[src/rtl/laa_ctrl.sv]
// laa_ctrl: decodes custom-0 LAA instructions, owns an NREGS x XLEN register file and
// runs an iterative shift-add multiplier. Optional MAC instruction: define LAA_MAC_EN.
module laa_ctrl #(
    parameter int unsigned XLEN   = 32,
    parameter int unsigned NREGS  = 32,
    parameter logic [6:0]  OPCODE = 7'b0001011
) (
    input  logic            clk,
    input  logic            rst,
    input  logic            ins_valid,
    input  logic [31:0]     ins,
    input  logic [XLEN-1:0] rs1_data,
    output logic            ins_ready,
    output logic            wb_valid,
    output logic [4:0]      wb_rd,
    output logic [XLEN-1:0] wb_data,
    output logic            illegal_ins,
    output logic            busy,
    output logic            dbg_state
);

    localparam int unsigned AW = (NREGS > 1) ? $clog2(NREGS) : 1;
    localparam int unsigned CW = (XLEN > 1) ? $clog2(XLEN) : 1;

    localparam logic [4:0] F_READ  = 5'd1;
    localparam logic [4:0] F_WRITE = 5'd2;
    localparam logic [4:0] F_MUL   = 5'd3;
`ifdef LAA_MAC_EN
    localparam logic [4:0] F_MAC   = 5'd4;
`endif

    typedef enum logic {
        ST_IDLE = 1'b0,
        ST_MUL  = 1'b1
    } state_t;

    state_t          state_q;
    logic [XLEN-1:0] regs_q [NREGS];
    logic [XLEN-1:0] mcand_q;
    logic [XLEN-1:0] mplier_q;
    logic [XLEN-1:0] acc_q;
    logic [XLEN-1:0] acc_d;
    logic [XLEN-1:0] acc_init;
    logic [CW-1:0]   cnt_q;
    logic [AW-1:0]   dest_q;

    logic [4:0]      funct;
    logic [4:0]      f_src;
    logic [4:0]      f_dst;
    logic [4:0]      f_a;
    logic [4:0]      f_b;
    logic            is_ours;
    logic            accept;
    logic            dec_read;
    logic            dec_write;
    logic            dec_mul;
    logic            dec_mac;
    logic            dec_illegal;
    logic [XLEN-1:0] src_val;
    logic [XLEN-1:0] a_val;
    logic [XLEN-1:0] b_val;

    // Index fields are always 5 bits wide; anything past the regfile is illegal.
    function automatic logic idx_ok(input logic [4:0] idx);
        return 32'(idx) < NREGS;
    endfunction

    always_comb begin
        funct   = ins[11:7];
        f_src   = ins[31:27];
        f_dst   = ins[26:22];
        f_a     = ins[21:17];
        f_b     = ins[16:12];
        is_ours = (ins[6:0] == OPCODE);

        dec_read  = is_ours && (funct == F_READ)  && idx_ok(f_src);
        dec_write = is_ours && (funct == F_WRITE) && idx_ok(f_dst);
        dec_mul   = is_ours && (funct == F_MUL)
                    && idx_ok(f_dst) && idx_ok(f_a) && idx_ok(f_b);
`ifdef LAA_MAC_EN
        dec_mac   = is_ours && (funct == F_MAC)
                    && idx_ok(f_dst) && idx_ok(f_a) && idx_ok(f_b);
        acc_init  = dec_mac ? regs_q[f_dst[AW-1:0]] : '0;
`else
        dec_mac   = 1'b0;
        acc_init  = '0;
`endif
        dec_illegal = is_ours && !(dec_read || dec_write || dec_mul || dec_mac);

        src_val = regs_q[f_src[AW-1:0]];
        a_val   = regs_q[f_a[AW-1:0]];
        b_val   = regs_q[f_b[AW-1:0]];

        acc_d = acc_q + (mplier_q[0] ? mcand_q : '0);
    end

    assign ins_ready = (state_q == ST_IDLE) && !rst;
    assign accept    = ins_valid && ins_ready;
    assign dbg_state = (state_q == ST_MUL);

    always_ff @(posedge clk or posedge rst) begin
        if (rst) begin
            state_q     <= ST_IDLE;
            for (int i = 0; i < int'(NREGS); i++) begin
                regs_q[i] <= '0;
            end
            mcand_q     <= '0;
            mplier_q    <= '0;
            acc_q       <= '0;
            cnt_q       <= '0;
            dest_q      <= '0;
            wb_valid    <= 1'b0;
            wb_rd       <= '0;
            wb_data     <= '0;
            illegal_ins <= 1'b0;
            busy        <= 1'b0;
        end else begin
            wb_valid    <= 1'b0;
            illegal_ins <= 1'b0;
            case (state_q)
                ST_IDLE: begin
                    if (accept) begin
                        if (dec_write) begin
                            regs_q[f_dst[AW-1:0]] <= rs1_data;
                        end
                        if (dec_read) begin
                            wb_valid <= 1'b1;
                            wb_rd    <= f_dst;
                            wb_data  <= src_val;
                        end
                        if (dec_mul || dec_mac) begin
                            mcand_q  <= a_val;
                            mplier_q <= b_val;
                            acc_q    <= acc_init;
                            cnt_q    <= '0;
                            dest_q   <= f_dst[AW-1:0];
                            busy     <= 1'b1;
                            state_q  <= ST_MUL;
                        end
                        if (dec_illegal) begin
                            illegal_ins <= 1'b1;
                        end
                    end
                end
                ST_MUL: begin
                    acc_q    <= acc_d;
                    mcand_q  <= mcand_q << 1;
                    mplier_q <= mplier_q >> 1;
                    cnt_q    <= cnt_q + CW'(1);
                    // Last step: the final partial product goes straight into the regfile.
                    if (cnt_q == CW'(XLEN - 1)) begin
                        regs_q[dest_q] <= acc_d;
                        busy           <= 1'b0;
                        state_q        <= ST_IDLE;
                    end
                end
            endcase
        end
    end

endmodule

[config.mk]
export PLATFORM = sky130hd
export DESIGN_NAME = laa_ctrl
export DESIGN_NICKNAME = d
export VERILOG_FILES = /design/src/rtl/laa_ctrl.sv
export SDC_FILE = /design/constraint.sdc
export NUM_CORES = 2
export LEC_CHECK = 0
export ABC_CLOCK_PERIOD_IN_PS = 37200
export BUFFER_PORTS_ARGS = -buffer_cell sky130_fd_sc_hd__buf_2
export CORE_ASPECT_RATIO = 1.5
export CORE_MARGIN = 2
export CORE_UTILIZATION = 45
export DETAILED_ROUTE_END_ITERATION = 10
export PLACE_DENSITY = 0.68
export SYNTH_ARGS = -nofsm -noshare
export SYNTH_HDL_FRONTEND = slang
export SYNTH_SLANG_ARGS = --single-unit
[constraint.sdc]
create_clock -name clk -period 37.2 [get_ports clk]
set_input_delay 3.72 -clock clk [delete_from_list [all_inputs] [get_ports clk]]
set_output_delay 3.72 -clock clk [all_outputs]
set_load 0.01 [all_outputs]
==> results.yml <==
min_path:
  hold_path.class: "reg -> reg"
global_route:
  grt-ovfl-total: 0
  antenna_found_initial: 32
  grt_start_max_net_pins: 166
  grt_pass1_vias: 71100
  grt_pass1_wl_um: 518000
  grtUsageTotal_pct: 41.4
synthesis:
  synthCells: 7264
  synth.avg_cell_area_sq_um: 10.7
  synthFlopType: "dfrtp_1"
  synth_top_area_share_pct: 37.7
  syn-cell-area_sq_mm: 0.0778
  synth_top_area_cell: "dfrtp_1"
  synth_fp_nets: 7365
  synth_area_leaders: "dfrtp_1 (38%), mux4_2 (28%), nor2_1 (5.9%), a221oi_1 (4.8%), clkbuf_1 (3.2%)"
  yosys_register_bits: 1171
  synth_warnings: 0
  synth_common_cells: "nor2_1 (1,220), dfrtp_1 (1,171), mux4_2 (960), clkbuf_1 (673), nand2_1 (559)"
  ys_async_sr_fraction_pct: 100
  yosysUniqueCellTypes: 73
  synth_edf_count: 0
  post-synth-top-count-cell: "nor2_1"
  yosysSeqAreaShare_pct: 37.7
cells_and_area:
  n_fill_cell: 15000
  layout.nets: 6957
  drive_gt1_share_pct: 24.7
  register_area_sq_mm: 0.0293
  multiInputGateArea_sq_mm: 0.0461
  area_growth_pct: 8.90
  finalNonFillerCells: 9237
  final_area_sq_mm: 0.0847
clock_network:
  path_clk_slew_ns: 0.06
  cts_tree: "built"
  clk_latency_ns: 0.81
  cts_buffer_depth: 3
  cts_setup_buffers: 0
  cts_sinks: 1171
  h-tree-depth: 3
  ctsResizeCount: 0
  numCtsBuffers: 112
  cts-root-buf: "clkbuf_16"
  hold_buffers: 0
detailed_routing:
  drt-initial-drc-count: 13400
  dr.pass1.iters: 8
  wl_per_cell_um: 39.6
  met3WireLength_um: 61700
  top_layer: "met5"
  wl_met1_um: 108000
  vias: 73500
  viasPerCell: 7.96
  final_antenna_net_count: 0
  wl_um: 365000
  met2_length_um: 153000
  drc: 0
place:
  port_buffers: 108
  dp_hpwl_um: 221000
  place_congestion: 1.02
  dpl_cell_area_sq_mm: 0.0807
  placed_cells: 8997
timing:
  drv_slew: 64
  min_period_ns: 7.86
  clock.fmax_ghz: 0.127
  max_slew_margin_pct: -4.91
  hold_viol_final: 0
  rsz0062_at_grt: "false"
  setup_viol: 0
  fin_setup_tns_ns: 0
  skew_ns: 0.0413
  finalCritPeriodShare_pct: 21.1
  worst_pin_slew_ns: 1.56
critical_path:
  critPathKind: "in -> out"
  r2r_slack_ns: 31.84
  startpoint_type: "primary input"
  cp-end-kind: "output port"
  crit_fanout: 2
  cp.arrival_ns: 4.14
  critPathRequiredTime_ns: 33.48
outcome:
  status: "finished, violations left"
  failed_checks: "max-capacitance violations, max-slew violations"
power:
  power_density_mw_per_mm2: 36.8
  ir_drop_v: 0.0000415
  p_leak_uw: 0.0334
  power_uw: 3120
floorplanning:
  core.rowCount: 186
  core_sq_mm: 0.172
  start_util_pct: 45.3
  die_h_um: 513
  fp.dieW_um: 343
  ios: 109
  die-area_sq_mm: 0.176
job:
  maxCapViolations: 6
## area by class of cell
class	instances	share of cell area, %
clock inverters	45	0.764
repair buffers	346	2.96
inverters	6	0.0384
diodes	36	0.106
well taps	2256	3.33
clock buffers	158	3.79
multi-input cells	5219	54.4
flip-flops and latches	1171	34.6
## critical path, cell delays in order
cell and delay, ns:
buf_2 0.13, nor2_1 0.13, buf_2 0.16
## routing by layer
layer | up-vias | track usage (%)
met1 | 36000 | 46.0
li1 | 27100 | -
met4 | 20 | 35.7
met5 | - | 0
met2 | 7713 | 58.2
met3 | 2669 | 20.9
## power breakdown
part	leakage, uW	switching, uW	internal, uW	total [uW]
logic	0.0157	426	132	559
registers	0.0158	8.61	1280	1290
clock network	0.00190	571	698	1270
## worst paths after layout
kind / start / endpoint / depth (start not counted)
setup / recovery: rst / ins_ready / 3
hold / removal: acc_q[6] / acc_q[6] / 1
setup reg to reg: dbg_state / regs_q[727] / 9
hold reg to reg: acc_q[6] / acc_q[6] / 1
max in group asynchronous: rst / wb_data[4] / 5
min in group asynchronous: rst / busy / 2
## layout by cell type (no fill, tap or decap), drive strengths merged, types with 20 or more instances in the layout
cell type  instances
a31oi             81
nor3             157
a22oi            140
o22ai             35
nand3             86
nor2            1220
a21o              22
o211ai            52
o221ai           113
o21a              55
a221oi           424
a21oi            385
and2              45
nand4             20
mux4             960
mux2i             96
ha                33
nand2            559
and3              32
dfrtp           1171
clkinv            22
diode             36
o21ai            569
buf              345
nor2b             29
clkbuf           159
## per-stage QoR
step,hold WS (ns),utilization [%],worst slack [ns]
final,0.488,49.4,29.34
after global routing,0.508,49.3,29.30
after CTS,0.493,49.3,29.33
after detailed placement,0.475,47.0,28.84
after global placement,0.467,47.0,28.91
after floorplan,0.450,-,0.496
## flip-flops by register name (all words and copies together), names as in the netlist
register     count
illegal_ins      1
busy             1
wb_data         32
mcand_q         32
cnt_q            5
acc_q           32
wb_valid         1
mplier_q        32
wb_rd            5
dest_q           5
regs_q        1024
dbg_state        1
## cells by family (layout without fill, tap and decap cells)
logic type | Yosys count | after routing | share of synthesized area [%]
and+or+nand+nor | 2177 | 2177 | 11.5
xor gates and xnor gates | 30 | 30 | 0.367
adders and majority gates | 34 | 34 | 0.557
muxes | 1068 | 1068 | 29.2
DFF | 1171 | 1171 | 37.7
buffers and inverters | 874 | 555 | 4.48
other | 0 | 36 | 0
AOI/OAI and AO/OA | 1910 | 1910 | 16.2
No activity file was read; power rests on OpenSTA's default activity.
